## config.mk

```make
export PLATFORM = sky130hd
export DESIGN_NAME = vfu_seq_ctrl
export DESIGN_NICKNAME = d
export VERILOG_FILES = /design/src/rtl/vfu_seq_ctrl.sv
export SDC_FILE = /design/constraint.sdc
export NUM_CORES = 1
export LEC_CHECK = 0
export BUFFER_PORTS_ARGS = -buffer_cell sky130_fd_sc_hd__buf_2
export CAP_MARGIN = 15
export CORE_MARGIN = 2
export CORE_UTILIZATION = 45
export CTS_BUF_LIST = sky130_fd_sc_hd__clkbuf_4 sky130_fd_sc_hd__clkbuf_8
export DETAILED_ROUTE_END_ITERATION = 16
export PLACE_DENSITY_LB_ADDON = 0.05
export SLEW_MARGIN = 10
export SYNTH_ARGS = -nofsm -noshare
export SYNTH_HDL_FRONTEND = slang
export SYNTH_SLANG_ARGS = --single-unit
```

## constraint.sdc

```tcl
create_clock -name clk -period 2.64 [get_ports clk]
set_clock_uncertainty 0.2 [all_clocks]
set_input_delay 0.528 -clock clk [delete_from_list [all_inputs] [get_ports clk]]
set_output_delay 0.528 -clock clk [all_outputs]
set_load 0.01 [all_outputs]
```

## src/rtl/vfu_seq_ctrl.sv

```systemverilog
`timescale 1ns/1ps
`default_nettype none
// ============================================================================
// vfu_seq_ctrl : vector element sequencer for a fixed-latency pipelined operator
// Revision     : 1.0
// ============================================================================
module vfu_seq_ctrl #(
  parameter int DATA_WIDTH = 32,
  parameter int MVL        = 32,
  parameter int LAT        = 4,
  parameter int ID         = 0,
  localparam int VLW       = $clog2(MVL) + 1
) (
  input  logic                  clk,
  input  logic                  reset,
  input  logic                  start_i,
  input  logic [VLW-1:0]        vlr_i,
  input  logic [MVL-1:0]        mask_i,
  input  logic [1:0]            esc_sel_i,
  input  logic [DATA_WIDTH:0]   op_esc_i,
  input  logic [DATA_WIDTH:0]   operand_a_i,
  input  logic [DATA_WIDTH:0]   operand_b_i,
  output logic [DATA_WIDTH-1:0] fu_a_o,
  output logic [DATA_WIDTH-1:0] fu_b_o,
  output logic                  fu_valid_o,
  input  logic [DATA_WIDTH-1:0] fu_result_i,
  output logic [DATA_WIDTH+1:0] out_o,
  output logic [VLW-1:0]        out_idx_o,
  output logic                  busy_o,
  output logic                  done_o
);

  localparam logic [VLW-1:0] C_MVL = VLW'(MVL);
  localparam logic [VLW-1:0] C_ONE = VLW'(1);

  typedef enum logic [1:0] {
    S_IDLE  = 2'd0,
    S_ISSUE = 2'd1,
    S_DRAIN = 2'd2
  } state_t;

  state_t state_q, state_d;

  logic [VLW-1:0]      vlr_q, vlr_d;
  logic [MVL-1:0]      mask_q, mask_d;
  logic [1:0]          esc_sel_q, esc_sel_d;
  logic [DATA_WIDTH:0] esc_q, esc_d;
  logic [VLW-1:0]      issue_cnt_q, issue_cnt_d;
  logic [VLW-1:0]      done_cnt_q, done_cnt_d;
  logic                zdone_q, zdone_d;

  // Tag pipeline mirrors the operator: stage LAT-1 lines up with fu_result_i.
  logic                tag_v_q   [LAT];
  logic                tag_m_q   [LAT];
  logic [VLW-1:0]      tag_idx_q [LAT];

  logic [DATA_WIDTH:0]   w_eff_a;
  logic [DATA_WIDTH:0]   w_eff_b;
  logic [MVL-1:0]        w_mask_sh;
  logic                  w_mask_bit;
  logic                  w_issue;
  logic                  w_tail_v;
  logic                  w_tail_m;
  logic [VLW-1:0]        w_tail_idx;
  logic [VLW-1:0]        w_vlr_m1;
  logic                  w_last_out;
  logic [DATA_WIDTH-1:0] w_out_data;
  logic [31:0]           w_unused_id;

  assign w_unused_id = ID;

  assign w_eff_a = (esc_sel_q == 2'b10) ? esc_q : operand_a_i;
  assign w_eff_b = (esc_sel_q == 2'b11) ? esc_q : operand_b_i;
  assign fu_a_o  = w_eff_a[DATA_WIDTH-1:0];
  assign fu_b_o  = w_eff_b[DATA_WIDTH-1:0];

  assign w_mask_sh  = mask_q >> issue_cnt_q;
  assign w_mask_bit = w_mask_sh[0];

  // An invalid captured scalar keeps its valid bit low, so issue stalls forever.
  assign w_issue = (state_q == S_ISSUE) && w_eff_a[DATA_WIDTH] && w_eff_b[DATA_WIDTH]
                   && (issue_cnt_q < vlr_q);
  assign fu_valid_o = w_issue & w_mask_bit;

  assign w_tail_v   = tag_v_q[LAT-1];
  assign w_tail_m   = tag_m_q[LAT-1];
  assign w_tail_idx = tag_idx_q[LAT-1];
  assign w_vlr_m1   = vlr_q - C_ONE;
  assign w_out_data = w_tail_m ? fu_result_i : {DATA_WIDTH{1'b0}};

  assign out_o     = w_tail_v ? {1'b1, w_tail_m, w_out_data} : {(DATA_WIDTH+2){1'b0}};
  assign out_idx_o = w_tail_v ? w_tail_idx : {VLW{1'b0}};

  assign w_last_out = w_tail_v && (state_q != S_IDLE) && (w_tail_idx == w_vlr_m1);
  assign done_o     = w_last_out | zdone_q;
  assign busy_o     = (state_q != S_IDLE);

  always_comb begin
    state_d     = state_q;
    vlr_d       = vlr_q;
    mask_d      = mask_q;
    esc_sel_d   = esc_sel_q;
    esc_d       = esc_q;
    issue_cnt_d = issue_cnt_q;
    done_cnt_d  = done_cnt_q;
    zdone_d     = 1'b0;

    if (w_issue) begin
      issue_cnt_d = issue_cnt_q + C_ONE;
    end
    if (w_tail_v && (done_cnt_q < vlr_q)) begin
      done_cnt_d = done_cnt_q + C_ONE;
    end

    case (state_q)
      S_IDLE: begin
        if (start_i) begin
          if (vlr_i == {VLW{1'b0}}) begin
            zdone_d = 1'b1;
          end else begin
            vlr_d       = (vlr_i > C_MVL) ? C_MVL : vlr_i;
            mask_d      = mask_i;
            esc_sel_d   = esc_sel_i;
            esc_d       = op_esc_i;
            issue_cnt_d = {VLW{1'b0}};
            done_cnt_d  = {VLW{1'b0}};
            state_d     = S_ISSUE;
          end
        end
      end
      S_ISSUE: begin
        if (w_issue && (issue_cnt_q == w_vlr_m1)) begin
          state_d = S_DRAIN;
        end
        if (w_last_out) begin
          state_d = S_IDLE;
        end
      end
      S_DRAIN: begin
        if (w_last_out) begin
          state_d = S_IDLE;
        end
      end
      default: begin
        state_d = S_IDLE;
      end
    endcase
  end

  always_ff @(posedge clk) begin
    if (reset) begin
      state_q     <= S_IDLE;
      vlr_q       <= {VLW{1'b0}};
      mask_q      <= {MVL{1'b0}};
      esc_sel_q   <= 2'b00;
      esc_q       <= {(DATA_WIDTH+1){1'b0}};
      issue_cnt_q <= {VLW{1'b0}};
      done_cnt_q  <= {VLW{1'b0}};
      zdone_q     <= 1'b0;
    end else begin
      state_q     <= state_d;
      vlr_q       <= vlr_d;
      mask_q      <= mask_d;
      esc_sel_q   <= esc_sel_d;
      esc_q       <= esc_d;
      issue_cnt_q <= issue_cnt_d;
      done_cnt_q  <= done_cnt_d;
      zdone_q     <= zdone_d;
    end
  end

  always_ff @(posedge clk) begin
    if (reset) begin
      for (int i = 0; i < LAT; i++) begin
        tag_v_q[i]   <= 1'b0;
        tag_m_q[i]   <= 1'b0;
        tag_idx_q[i] <= {VLW{1'b0}};
      end
    end else begin
      tag_v_q[0]   <= w_issue;
      tag_m_q[0]   <= w_mask_bit;
      tag_idx_q[0] <= issue_cnt_q;
      for (int i = 1; i < LAT; i++) begin
        tag_v_q[i]   <= tag_v_q[i-1];
        tag_m_q[i]   <= tag_m_q[i-1];
        tag_idx_q[i] <= tag_idx_q[i-1];
      end
    end
  end

endmodule
`default_nettype wire
```

### Word level (Yosys, flattened, before mapping)

Memories as Yosys holds them, arrays and structs flattened.
Index checks and enable logic that the tools add are counted.

| storage, ports and cells | value |
|---|---|
| register bits | 82 |
| input bits | 174 |
| RAM bits | 32 |
| memories | 3 |
| logic and storage cells | 86 |

| operators by class | value |
|---|---|
| mux-type cells | 32 |
| reductions and logical operators | 12 |
| eq/ne operators | 10 |
| add/subtract/negate cells | 2 |
| shifts and indexed selects | 1 |
| bitwise operators | 17 |
| magnitude comparators | 2 |

Memory list:

| name | depth | bits a word | rd ports | clocked after memory_dff | wr ports | line | source |
|---|---|---|---|---|---|---|---|
| tag_idx_q | 4 | 6 | 4 | 0 | 4 | 55 | `logic [VLW-1:0] tag_idx_q [LAT];` |
| tag_m_q | 4 | 1 | 4 | 0 | 4 | 54 | `logic tag_m_q [LAT];` |
| tag_v_q | 4 | 1 | 4 | 0 | 4 | 53 | `logic tag_v_q [LAT];` |

Operators by type and width:

| operator | count |
|---|---|
| $mux W33 | 2 |
| $mux W6 | 10 |
| $mux W34 | 1 |
| $mux W32 | 1 |
| $shr A32 B6 Y1 | 1 |
| $or A1 B1 Y1 | 13 |
| $eq A6 B6 Y1 | 2 |
| $mux W1 | 12 |
| $mux W2 | 5 |
| $add A6 B1 Y6 const B | 1 |
| $eq A2 B2 Y1 const B | 3 |
| $gt A6 B6 Y1 const B | 1 |
| $logic_and A1 B1 Y1 | 6 |
| $logic_not A6 Y1 | 1 |
| $lt A6 B6 Y1 | 1 |
| $ne A2 B2 Y1 const B | 3 |
| $pmux W2 S3 | 1 |
| $sub A6 B1 Y6 const B | 1 |
| $reduce_and A4 Y1 | 1 |
| $ne A3 B2 Y1 const B | 1 |
| $not A1 Y1 | 3 |
| $reduce_and A3 Y1 | 1 |
| $reduce_or A3 Y1 | 1 |
| $eq A2 B1 Y1 const B | 1 |
| other kinds (3) | 3 |

### Depth between registers and ports, before layout

Gate-level depths: netlist of the first run.

| depth | value |
|---|---|
| word-level depth | 9 |
| depth in mapped cells | 9 |
| gate-level depth less buffers | 8 |

### Worst setup path after synthesis of the first run

Ideal clock, no wire load.

| timing | value |
|---|---|
| kind | register to output |
| start | register issue_cnt_q[0] |
| end | output fu_valid_o |
| setup slack | 0.277 ns |
| arrival time | 1.635 ns |
| required time | 1.912 ns |
| cell stages (with the launch flop) | 8 |
| cells stage by stage | dfxtp_1 -> buf_6 -> mux4_2 -> nor2b_4 -> a211oi_1 -> a2111oi_1 -> a31oi_1 -> nor3_1 |

| between the ends | value |
|---|---|
| cells in the longest elaborated chain, start to end | 3 |
| elaborated cells on any way between the ends | 4 |
| those cells by class | 1 x order compare; 1 x shift; 1 x bitwise; 1 x reduce/logical |

Ends and longest elaborated chain:

| item | line | source |
|---|---|---|
| start: declaration | 48 | `logic [VLW-1:0] issue_cnt_q, issue_cnt_d;` |
| start signal: assignment | 157 | `issue_cnt_q <= {VLW{1'b0}};` |
| start signal: assignment | 166 | `issue_cnt_q <= issue_cnt_d;` |
| branches (longest 2 deep; another with $shr A32 B6 Y1) | -- |  |
| $and A1 B1 Y1 * | 83 | `assign fu_valid_o = w_issue & w_mask_bit;` |
| end: declaration | 25 | `output logic fu_valid_o,` |

Every way passes the cells marked *.

### Worst setup path after layout of the first run

Same ends and word-level chain as after synthesis.

==> results of run 1 <==
==> path summary, 6_finish.rpt <==
path | start | to | slack, ps | cells past startpoint
setup reg to reg | vlr_q[1] | state_q[0] | 170 | 13
hold / removal | op_esc_i[7] | esc_q[7] | 120 | 2
hold reg to reg | tag_v_q[0][1] | tag_v_q[0][2] | 240 | 1
setup / recovery | issue_cnt_q[0] | fu_valid_o | -340 | 8
==> worst reg2reg max path: cells and delay by family (launching register included) <==
family,cells,cell delay (ps)
buffers and inverters,7,800
flip-flops,1,360
XOR/XNOR,2,320
AND/OR/NAND/NOR,2,310
AO/OA/AOI/OAI,1,210
adder cells (fa/ha/maj),1,170
==> cells in the final DEF (no fill, tap or decap), types with 11 or more instances in the layout <==
master	instances
and2_1	11
clkbuf_8	21
nor2_1	14
a22o_1	71
buf_4	26
mux2_2	62
nor2b_1	29
buf_2	280
and3_1	34
dfxtp_1	110
==> power by group <==
| part | switching (W) | internal [W] | leakage (nW) |
|---|---|---|---|
| Clock | 0.000682 | 0.00113 | 0.220 |
| Combinational | 0.000290 | 0.000345 | 2.55 |
| Sequential | 0.0000649 | 0.00180 | 0.932 |
==> final cells by class <==
cell class,count,share of cell area (%)
antenna,1,0.0336
clock buffer,22,3.98
clock inverter,9,2.05
inverter,11,0.588
multi-input combinational,314,38.1
sequential,114,30.7
tap,143,2.40
timing repair buffer,309,22.1
==> layer usage <==
layer | track usage, % | share of wire (%) | vias to the layer above | wire length (um)
met5 | 0 | 0 | - | 0
met1 | 28.4 | 40 | 2188 | 6310
met2 | 42.7 | 50 | 217 | 7950
li1 | - | - | 2341 | -
met3 | 7.61 | 7.9 | 19 | 1250
met4 | 7.64 | 1.8 | 0 | 291
==> registers in the layout, summed over array words and instances, names as in the netlist <==
name and flops:
tag_idx_q 24, state_q 2, tag_v_q 4, issue_cnt_q 6, mask_q 32, vlr_q 6
tag_m_q 4, esc_q 33, esc_sel_q 2, zdone_q 1
==> kinds of logic after synthesis <==
group / share of synthesized area [%]
AO/OA/AOI/OAI: 14.9
XOR/XNOR: 3.15
adder cells (fa/ha/maj): 1.89
buffers and inverters: 4.80
flip-flops: 43.1
multiplexers: 18.4
AND/OR/NAND/NOR: 13.7
==> metrics by stage <==
stage	TNS (ps)	total power [W]	setup WS (ps)	std cells
final	-341	0.00432	-341	923
after global routing	-584	0.00450	-466	922
after CTS	-376	0.00435	-364	922
after detailed placement	-5.33	0.00251	-5.33	879
after global placement	0	0.00250	65.1	879
after floorplan	0	0.00224	277	478
==> timing repair <==
action / 4_1_cts / 5_1_grt
buffers inserted: 12 / 1
resized for setup: 16 / 8
endpoints found under the setup margin: 2 / 10
pin swaps: 5 / 5
==> flow_summary_export.csv, run 1 <==
group,metric,value,unit
worst_setup_path,crit_slowest_cell,"mux4_2",
yosys,synth_area_leader_cell,"dfxtp_1",
die,initial_core_util,46.1,%
yosys,synth_top_area_share,43.1,%
cells_and_area,post-route-cell-area,0.00745,mm2
die,row_count,39,
yosys,synth.distinct_cells,50,
routing,post_drt_via_cell_ratio,5.16,
sta,finalSetupViolations,1,
clock_network,cts.sinks,114,
sta,min_period,2980,ps
yosys,netlist_instances,478,
yosys,syn-num-nets,660,
sta,setup_ws,-341,ps
outcome,outcome,"complete, but fails checks",
run,maxCapViolations,0,
worst_setup_path,crit_fanout,7,
routing,wirelength,15800,um
die,die_width,112,um
cells_and_area,area_delta_synth_final,40.8,%
pwr,cellPowerDensity,580,mW/mm2
yosys,synth-seq-cells,114,
global_routing,grt_max_degree,48,
yosys,seq_area_frac_synth,43.1,%
clock_network,cts_hold_buf,0,
place,hpwlAfterDp,12000,um
outcome,violations,"negative setup slack",
worst_setup_path,cp.arrival,2250,ps
yosys,async_flop_share,0,%
cells_and_area,seq_area,0.00229,mm2
cells_and_area,drive_gt1_share,55.5,%
place,place.gp.congestion,0.848,
sta,hold_viol,0,
global_routing,grt_pass1_wl,24100,um
yosys,mappedNetlistArea,0.00529,mm2
pwr,ir_worst_vdd,0.296,mV
sta,max_freq,0.335,GHz
worst_setup_path,critical_path_class,"reg -> out",
clock_network,clock_latency,410,ps
yosys,synth_area_leaders,"dfxtp_1 43%, mux2_2 13%, a22o_1 12%, and3_1 4.0%, nor2b_1 3.5%",
clock_network,tritoncts,"yes",
global_routing,globalRouteTotalUtil,24.3,%
clock_network,cts.clk_slew.worst_paths,70,ps
cells_and_area,final_core_util,65.0,%
sta,slew_viol_final,0,
cells_and_area,fin_nets,949,
routing,drtAntennaViolNets,0,
sta,slew_headroom,52.0,%
routing,firstDrtPassIters,4,
hold_path,hp-class,"in -> reg",
global_routing,antenna_found_initial,1,
die,ios,281,
yosys,avgSynthCellArea,11.1,um2
worst_setup_path,cp-end-kind,"primary output",
worst_setup_path,slowest_delay,500,ps
cells_and_area,fill_cells,933,
cells_and_area,multi_input_area,0.00284,mm2
clock_network,clock-root-buffer,"clkbuf_8",
yosys,synth_edf_count,0,
clock_network,cts_buffers,17,
yosys,ys_warn_count,0,
die,dieArea,0.0126,mm2
routing,num_vias,4765,
clock_network,htree_num_levels,4,
place,postPlaceCellArea,0.00683,mm2
worst_setup_path,cp_cell_sequence,"buf_12, mux4_2, nor2b_4, a211oi_2, a2111oi_2, a31oi_1, nor3_1, buf_2",
yosys,ys.flop_type,"dfxtp_1",
clock_network,cts_buffer_depth,2,
routing,wl_per_cell,17.1,um
global_routing,grt-ovfl-total,0,
pwr,leakagePower,3.71,nW
sta,holdWs,118,ps
die,die-height,112,um
place,numPortBuffers,280,
yosys,synth_top_cells_by_count,"114 x dfxtp_1, 71 x a22o_1, 62 x mux2_2, 34 x and3_1, 30 x nor2b_1",
routing,drcViolationCount,0,
sta,rsz0062_at_grt,"yes",
worst_setup_path,path_buf_inv,2,
sta,worst_pin_slew,718,ps
worst_setup_path,startpoint_type,"register",
routing,initialDrtViolationCount,180,
sta,finalCritPeriodShare,113,%
worst_setup_path,cp_top_family,"multiplexers",
die,core_region_area,0.0115,mm2
global_routing,grt_pass1_vias,4745,
yosys,synth_most_common_cell,"dfxtp_1",
worst_setup_path,cp.required,1910,ps
(Power assumes the default switching activity.)
==> run 2: changes to the inputs <==
--- a/config.mk
+++ b/config.mk
@@ -12,6 +12,7 @@
 export CTS_BUF_LIST = sky130_fd_sc_hd__clkbuf_4 sky130_fd_sc_hd__clkbuf_8
 export DETAILED_ROUTE_END_ITERATION = 16
 export PLACE_DENSITY_LB_ADDON = 0.05
+export SETUP_SLACK_MARGIN = 0.4
 export SLEW_MARGIN = 10
 export SYNTH_ARGS = -nofsm -noshare
 export SYNTH_HDL_FRONTEND = slang
==> run 2 against run 1 <==
The run still ends with negative setup slack left. Sequential power about the same. First-iteration DRC count increased by 45%. Global-route usage increased by 4.2 points. Flip-flop and latch count unchanged. Utilization increased by 10 points. Total power increased by 1.7%. Wire length increased by 19%. Combinational power increased by 49%. Count of clock-buffer cells in the layout decreased by 5.
==> flow_summary_export.csv, run 2 (synthesized netlist as in run 1, its figures left out) <==
group,metric,value,unit
cells_and_area,top_regs,"esc_q: 33 flops, mask_q: 32 flops, tag_idx_q: 24 flops",
routing,wl_per_cell,19.8,um
global_routing,grt-ovfl-total,0,
sta,hold_viol,0,
sta,slew_viol_final,0,
routing,num_vias,5054,
global_routing,globalRouteTotalUtil,28.5,%
die,ios,281,
worst_setup_path,cp_top_family,"multiplexers",
sta,worst_pin_slew,610,ps
place,place.gp.congestion,0.802,
worst_setup_path,path_buf_inv,2,
global_routing,grt_max_degree,80,
clock_network,htree_num_levels,4,
hold_path,holdPathStages,2,
sta,rsz0062_at_grt,"yes",
cells_and_area,fill_cells,759,
worst_setup_path,ff2ff_setup_slack,-10,ps
worst_setup_path,cp.arrival,2150,ps
outcome,violations,"negative setup slack",
place,postPlaceCellArea,0.00681,mm2
pwr,cellPowerDensity,509,mW/mm2
pwr,fin_total_pwr,0.00439,W
global_routing,grt_pass1_vias,5238,
hold_path,holdPathEnd,"esc_q[24]",
worst_setup_path,slowest_delay,500,ps
cells_and_area,area_delta_synth_final,63.2,%
cells_and_area,largest_reg_flops,33,
routing,firstDrtPassIters,4,
hold_path,hp-class,"in -> reg",
routing,wirelength,18800,um
worst_setup_path,cp.required,1910,ps
worst_setup_path,rr_startpoint,"issue_cnt_q[0]",
cells_and_area,drive_gt1_share,59.5,%
worst_setup_path,timing.rr.end,"issue_cnt_q[3]",
cells_and_area,antenna_cells,0,
routing,post_drt_via_cell_ratio,5.33,
sta,max_freq,0.348,GHz
worst_setup_path,cp_cell_sequence,"buf_4, mux4_2, mux2i_2, a2111oi_2, a31oi_2, nor3_2, buf_2",
worst_setup_path,reg2reg_depth,15,
routing,drtAntennaViolNets,0,
global_routing,antenna_found_initial,0,
clock_network,cts.sinks,114,
worst_setup_path,crit_slowest_cell,"mux4_2",
hold_path,hold_start,"op_esc_i[24]",
sta,min_period,2870,ps
global_routing,grt_pass1_wl,27700,um
sta,setup_ws,-234,ps
clock_network,cts.clk_slew.worst_paths,80,ps
die,row_count,39,
clock_network,cts_buffer_depth,2,
routing,initialDrtViolationCount,261,
clock_network,cts_buffers,17,
worst_setup_path,startpoint_type,"register",
pwr,leakagePower,4.41,nW
die,die_width,112,um
place,dp_cells,873,
die,core_region_area,0.0115,mm2
sta,slew_headroom,59.2,%
worst_setup_path,critical_path_class,"reg -> out",
cells_and_area,fin_cells,948,
sta,finalSetupViolations,3,
die,initial_core_util,46.1,%
cells_and_area,regMostFlops,"esc_q",
cells_and_area,final_cell_mix,"216 x buf_2, 104 x dfxtp_1, 82 x buf_6, 71 x a22o_1, 64 x mux2_4",
cells_and_area,final_core_util,75.3,%
cells_and_area,fin_nets,974,
clock_network,clock_latency,430,ps
clock_network,clock-root-buffer,"clkbuf_8",
die,die-height,112,um
die,dieArea,0.0126,mm2
run,maxCapViolations,0,
worst_setup_path,cp-end-kind,"primary output",
place,post-place-ws,28.6,ps
worst_setup_path,crit_fanout,6,
place,numPortBuffers,280,
cells_and_area,post-route-cell-area,0.00863,mm2
place,hpwlAfterDp,11600,um
clock_network,tritoncts,"yes",
pwr,ir_worst_vdd,0.300,mV
routing,drcViolationCount,0,
outcome,outcome,"complete, but fails checks",
cells_and_area,final_common_cell,"buf_2",
sta,finalCritPeriodShare,109,%
==> run 2: cell type report <==
cell class	instances	area, um2	share of cell area [%]
Clock buffer	17	234	2.71
Clock inverter	15	150	1.74
Inverter	11	51.3	0.594
Multi-Input combinational cell	315	3220	37.3
Sequential cell	114	2310	26.7
Tap cell	143	179	2.07
Timing Repair Buffer	333	2490	28.9
==> run 2: metrics by stage <==
step           setup TNS, ps  hold WS, ps
6_report                -331          101
4_1_cts                 -315         77.4
2_1_floorplan              0          214
3_3_place_gp               0          218
5_1_grt                 -843         87.4
3_5_place_dp               0          221
==> run 2: worst register-to-register path, stage by stage (launching register included) <==
cell      delay [ps]
dfxtp_4          380
buf_6            130
buf_6            120
inv_6             60
ha_4             110
nor2b_1           40
o211ai_1         250
a21oi_4          110
buf_6            130
buf_6            100
buf_6            100
buf_6            100
buf_8            130
nor4b_4          250
xor2_1           230
and2_1           150
==> run 2: worst max path at each step <==
| stage | startpoint | to | cells past startpoint |
|---|---|---|---|
| CTS | issue_cnt_q[0] | fu_valid_o | 7 |
| global route | issue_cnt_q[0] | fu_valid_o | 7 |
| finish | issue_cnt_q[0] | fu_valid_o | 7 |
| detailed placement | issue_cnt_q[0] | fu_valid_o | 7 |
| floorplan | issue_cnt_q[0] | fu_valid_o | 7 |
| global placement | issue_cnt_q[0] | fu_valid_o | 7 |
==> run 2: where the power goes <==
part           internal, W  switching, W  leakage, nW  total (W)
Sequential         0.00180     0.0000748        0.936    0.00188
Combinational     0.000559      0.000390         3.28   0.000949
Clock             0.000771      0.000798        0.188    0.00157
Total              0.00313       0.00126         4.41    0.00439
==> run 2: per-layer routing <==
layer | GRT usage, % | routed length, um
met1 | 31.6 | 7090
met2 | 50.0 | 9550
met3 | 6.86 | 1290
met4 | 16.2 | 863
met5 | 0 | 0
==> run 2: repair_timing <==
item	4_1_cts	5_1_grt
pin swaps	16	15
hold buffers	0	0
buffers inserted	25	11
cloned	7	0
gates resized for setup	180	32
endpoints found under the setup margin	132	144
==> run 3: changes to the inputs <==
--- a/config.mk
+++ b/config.mk
@@ -5,13 +5,14 @@
 export SDC_FILE = /design/constraint.sdc
 export NUM_CORES = 1
 export LEC_CHECK = 0
+export ABC_AREA = 1
 export BUFFER_PORTS_ARGS = -buffer_cell sky130_fd_sc_hd__buf_2
 export CAP_MARGIN = 15
 export CORE_MARGIN = 2
 export CORE_UTILIZATION = 45
 export CTS_BUF_LIST = sky130_fd_sc_hd__clkbuf_4 sky130_fd_sc_hd__clkbuf_8
 export DETAILED_ROUTE_END_ITERATION = 16
-export PLACE_DENSITY_LB_ADDON = 0.05
+export PLACE_DENSITY = 0.88
 export SETUP_SLACK_MARGIN = 0.4
 export SLEW_MARGIN = 10
 export SYNTH_ARGS = -nofsm -noshare
==> run 3 against run 2 <==
The flow still finishes with violations (negative setup slack). Worst setup slack improved by 220 ps. Sequential power barely moved. Hold slack got worse by 12 ps. Cell count rose by 39%. Combinational power rose by 2.1%. Critical endpoint is now state_q[1].
==> flow_summary_export.csv, run 3 <==
group,metric,value,unit
place,place.gp.congestion,0.878,
die,dieArea,0.0132,mm2
routing,wirelength,19200,um
yosys,ys.flop_type,"dfxtp_1",
cells_and_area,final_cell_mix,"278 x buf_2, 193 x nand2_1, 139 x inv_1, 102 x dfxtp_1, 86 x nor2_1",
outcome,outcome,"complete, but fails checks",
cells_and_area,largest_reg_flops,33,
global_routing,grt_pass1_wl,26700,um
yosys,synth_area_leader_cell,"dfxtp_1",
routing,wl_per_cell,14.6,um
routing,firstDrtPassIters,5,
place,postPlaceCellArea,0.00700,mm2
die,core_region_area,0.0120,mm2
pwr,leakagePower,4.30,nW
cells_and_area,post-route-cell-area,0.00832,mm2
sta,fin_setup_tns,-14.6,ps
place,post-place-ws,264,ps
sta,slew_headroom,63.5,%
routing,initialDrtViolationCount,430,
clock_network,cts_hold_buf,0,
cells_and_area,regMostFlops,"esc_q",
yosys,avgSynthCellArea,6.47,um2
outcome,violations,"negative setup slack",
worst_setup_path,slowest_delay,350,ps
die,ios,281,
die,row_count,40,
cells_and_area,seq_area,0.00230,mm2
worst_setup_path,crit_top_cell,"buf_6",
worst_setup_path,crit_slowest_cell,"dfxtp_2",
global_routing,grt-ovfl-total,0,
cells_and_area,drive_gt1_share,39.3,%
sta,slew_viol_final,0,
yosys,synth.distinct_cells,29,
sta,hold_viol,0,
yosys,synth-seq-cells,114,
worst_setup_path,cp_cell_sequence,"inv_4, ha_4, inv_2, nand2_1, nand2_1, nand3_1, nor2_1, nand2_1, nor2_2, nand2_2, buf_6, buf_6, buf_6, buf_6, buf_6, buf_6, buf_6, buf_6, nand3_4, a21oi_1, nor2_1",
cells_and_area,final_common_cell,"buf_2",
worst_setup_path,critical_path_class,"reg -> reg",
die,initial_core_util,46.1,%
place,numPortBuffers,280,
sta,worst_pin_slew,548,ps
global_routing,grt_pass1_vias,5706,
clock_network,clock_latency,420,ps
sta,holdWs,89.1,ps
sta,min_period,2650,ps
worst_setup_path,cp-end-kind,"register",
cells_and_area,top_regs,"esc_q: 33 flops, mask_q: 32 flops, tag_idx_q: 24 flops",
cells_and_area,fin_nets,1334,
cells_and_area,fin_cells,1314,
place,hpwlAfterDp,11700,um
yosys,synth_top_cells_by_count,"218 x nand2_1, 145 x inv_1, 123 x o21ai_0, 114 x dfxtp_1, 88 x nor2_1",
yosys,async_flop_share,0,%
pwr,ir_worst_vdd,0.379,mV
clock_network,tritoncts,"yes",
sta,max_freq,0.377,GHz
clock_network,clock-root-buffer,"clkbuf_8",
die,die_width,115,um
yosys,synth_top_area_share,41.2,%
yosys,seq_area_frac_synth,41.2,%
routing,post_drt_via_cell_ratio,5.00,
worst_setup_path,crit_fanout,4,
sta,finalCritPeriodShare,100,%
clock_network,htree_num_levels,4,
sta,finalSetupViolations,2,
yosys,mappedNetlistArea,0.00554,mm2
cells_and_area,multi_input_area,0.00281,mm2
global_routing,grt_max_degree,70,
cells_and_area,area_delta_synth_final,50.2,%
sta,setup_ws,-9.78,ps
run,maxCapViolations,0,
routing,drtAntennaViolNets,0,
routing,num_vias,6565,
clock_network,cts.sinks,114,
pwr,cellPowerDensity,540,mW/mm2
worst_setup_path,startpoint_type,"register",
yosys,synth_area_leaders,"dfxtp_1 41%, nand2_1 15%, o21ai_0 11%, inv_1 9.8%, nor2_1 6.0%",
clock_network,cts_buffer_depth,2,
yosys,synth_edf_count,0,
yosys,ys_warn_count,0,
routing,drcViolationCount,0,
global_routing,globalRouteTotalUtil,25.5,%
die,die-height,115,um
yosys,netlist_instances,856,
hold_path,hp-class,"in -> reg",
cells_and_area,fill_cells,981,
sta,rsz0062_at_grt,"yes",
yosys,syn-num-nets,1038,
worst_setup_path,cp.required,2800,ps
yosys,synth_most_common_cell,"nand2_1",
place,dp_cells,1247,
worst_setup_path,cp.arrival,2810,ps
clock_network,cts_buffers,17,
global_routing,antenna_found_initial,3,
clock_network,cts.clk_slew.worst_paths,70,ps
run 3: cells by family after synthesis:
group	share of synthesized area [%]
DFF	41.2
adders and majority gates	1.81
buffers and inverters	14.2
AOI/OAI and AO/OA	15.0
and+or+nand+nor	27.7
xor gates and xnor gates	0.158
run 3: final timing paths:
path,cells after the start,slack [ps],startpoint,endpoint
hold reg to reg,2,190,tag_idx_q[1][2],tag_idx_q[2][2]
setup reg to reg,21,-10,vlr_q[1],state_q[1]
setup / recovery,21,-10,vlr_q[1],state_q[1]
hold / removal,3,90,mask_i[14],mask_q[14]
run 3: final cells by class:
| type | count | area share, % |
|---|---|---|
| antenna | 2 | 0.0602 |
| clock buffer | 20 | 3.23 |
| clock inverter | 12 | 1.58 |
| inverter | 150 | 6.92 |
| multi-input combinational | 545 | 33.8 |
| sequential | 114 | 27.7 |
| tap | 147 | 2.21 |
| timing repair buffer | 324 | 24.5 |
run 3: report_power, final:
part | internal, W | switching (W) | total (W)
registers | 0.00183 | 0.0000495 | 0.00188
logic | 0.000404 | 0.000564 | 0.000969
clock network | 0.000901 | 0.000745 | 0.00165
run 3: timing repair:
action / CTS / global route
endpoints found under the setup margin: 39 / 102
hold endpoints to repair: 0 / 0
setup buffers: 12 / 9
pin swaps: 16 / 31
gates resized for setup: 55 / 140
gates cloned: 4 / 7
run 3: routing by layer:
metal  up-vias  global-route usage, %  share of wire, %
met1      2950                   30.8                41
met3        50                   7.17               8.3
met4         2                   10.5               2.6
met5         -                      0             0.089
met2       325                   42.8                48
li1       3238                      -                 -
run 3: stage by stage:
stage | util [%] | total power (W)
final | 69.3 | 0.00449
after global routing | 69.3 | 0.00471
after CTS | 64.3 | 0.00434
after detailed placement | 58.3 | 0.00264
after global placement | 58.3 | 0.00262
after floorplan | - | 0.00234
run 3: worst max-delay path, delay by kind of cell (launching register included):
| kind | cells | cell delay [ps] |
|---|---|---|
| AOI/OAI and AO/OA | 1 | 90 |
| adders and majority gates | 1 | 240 |
| buffers and inverters | 10 | 940 |
| DFF | 1 | 350 |
| and+or+nand+nor | 9 | 780 |
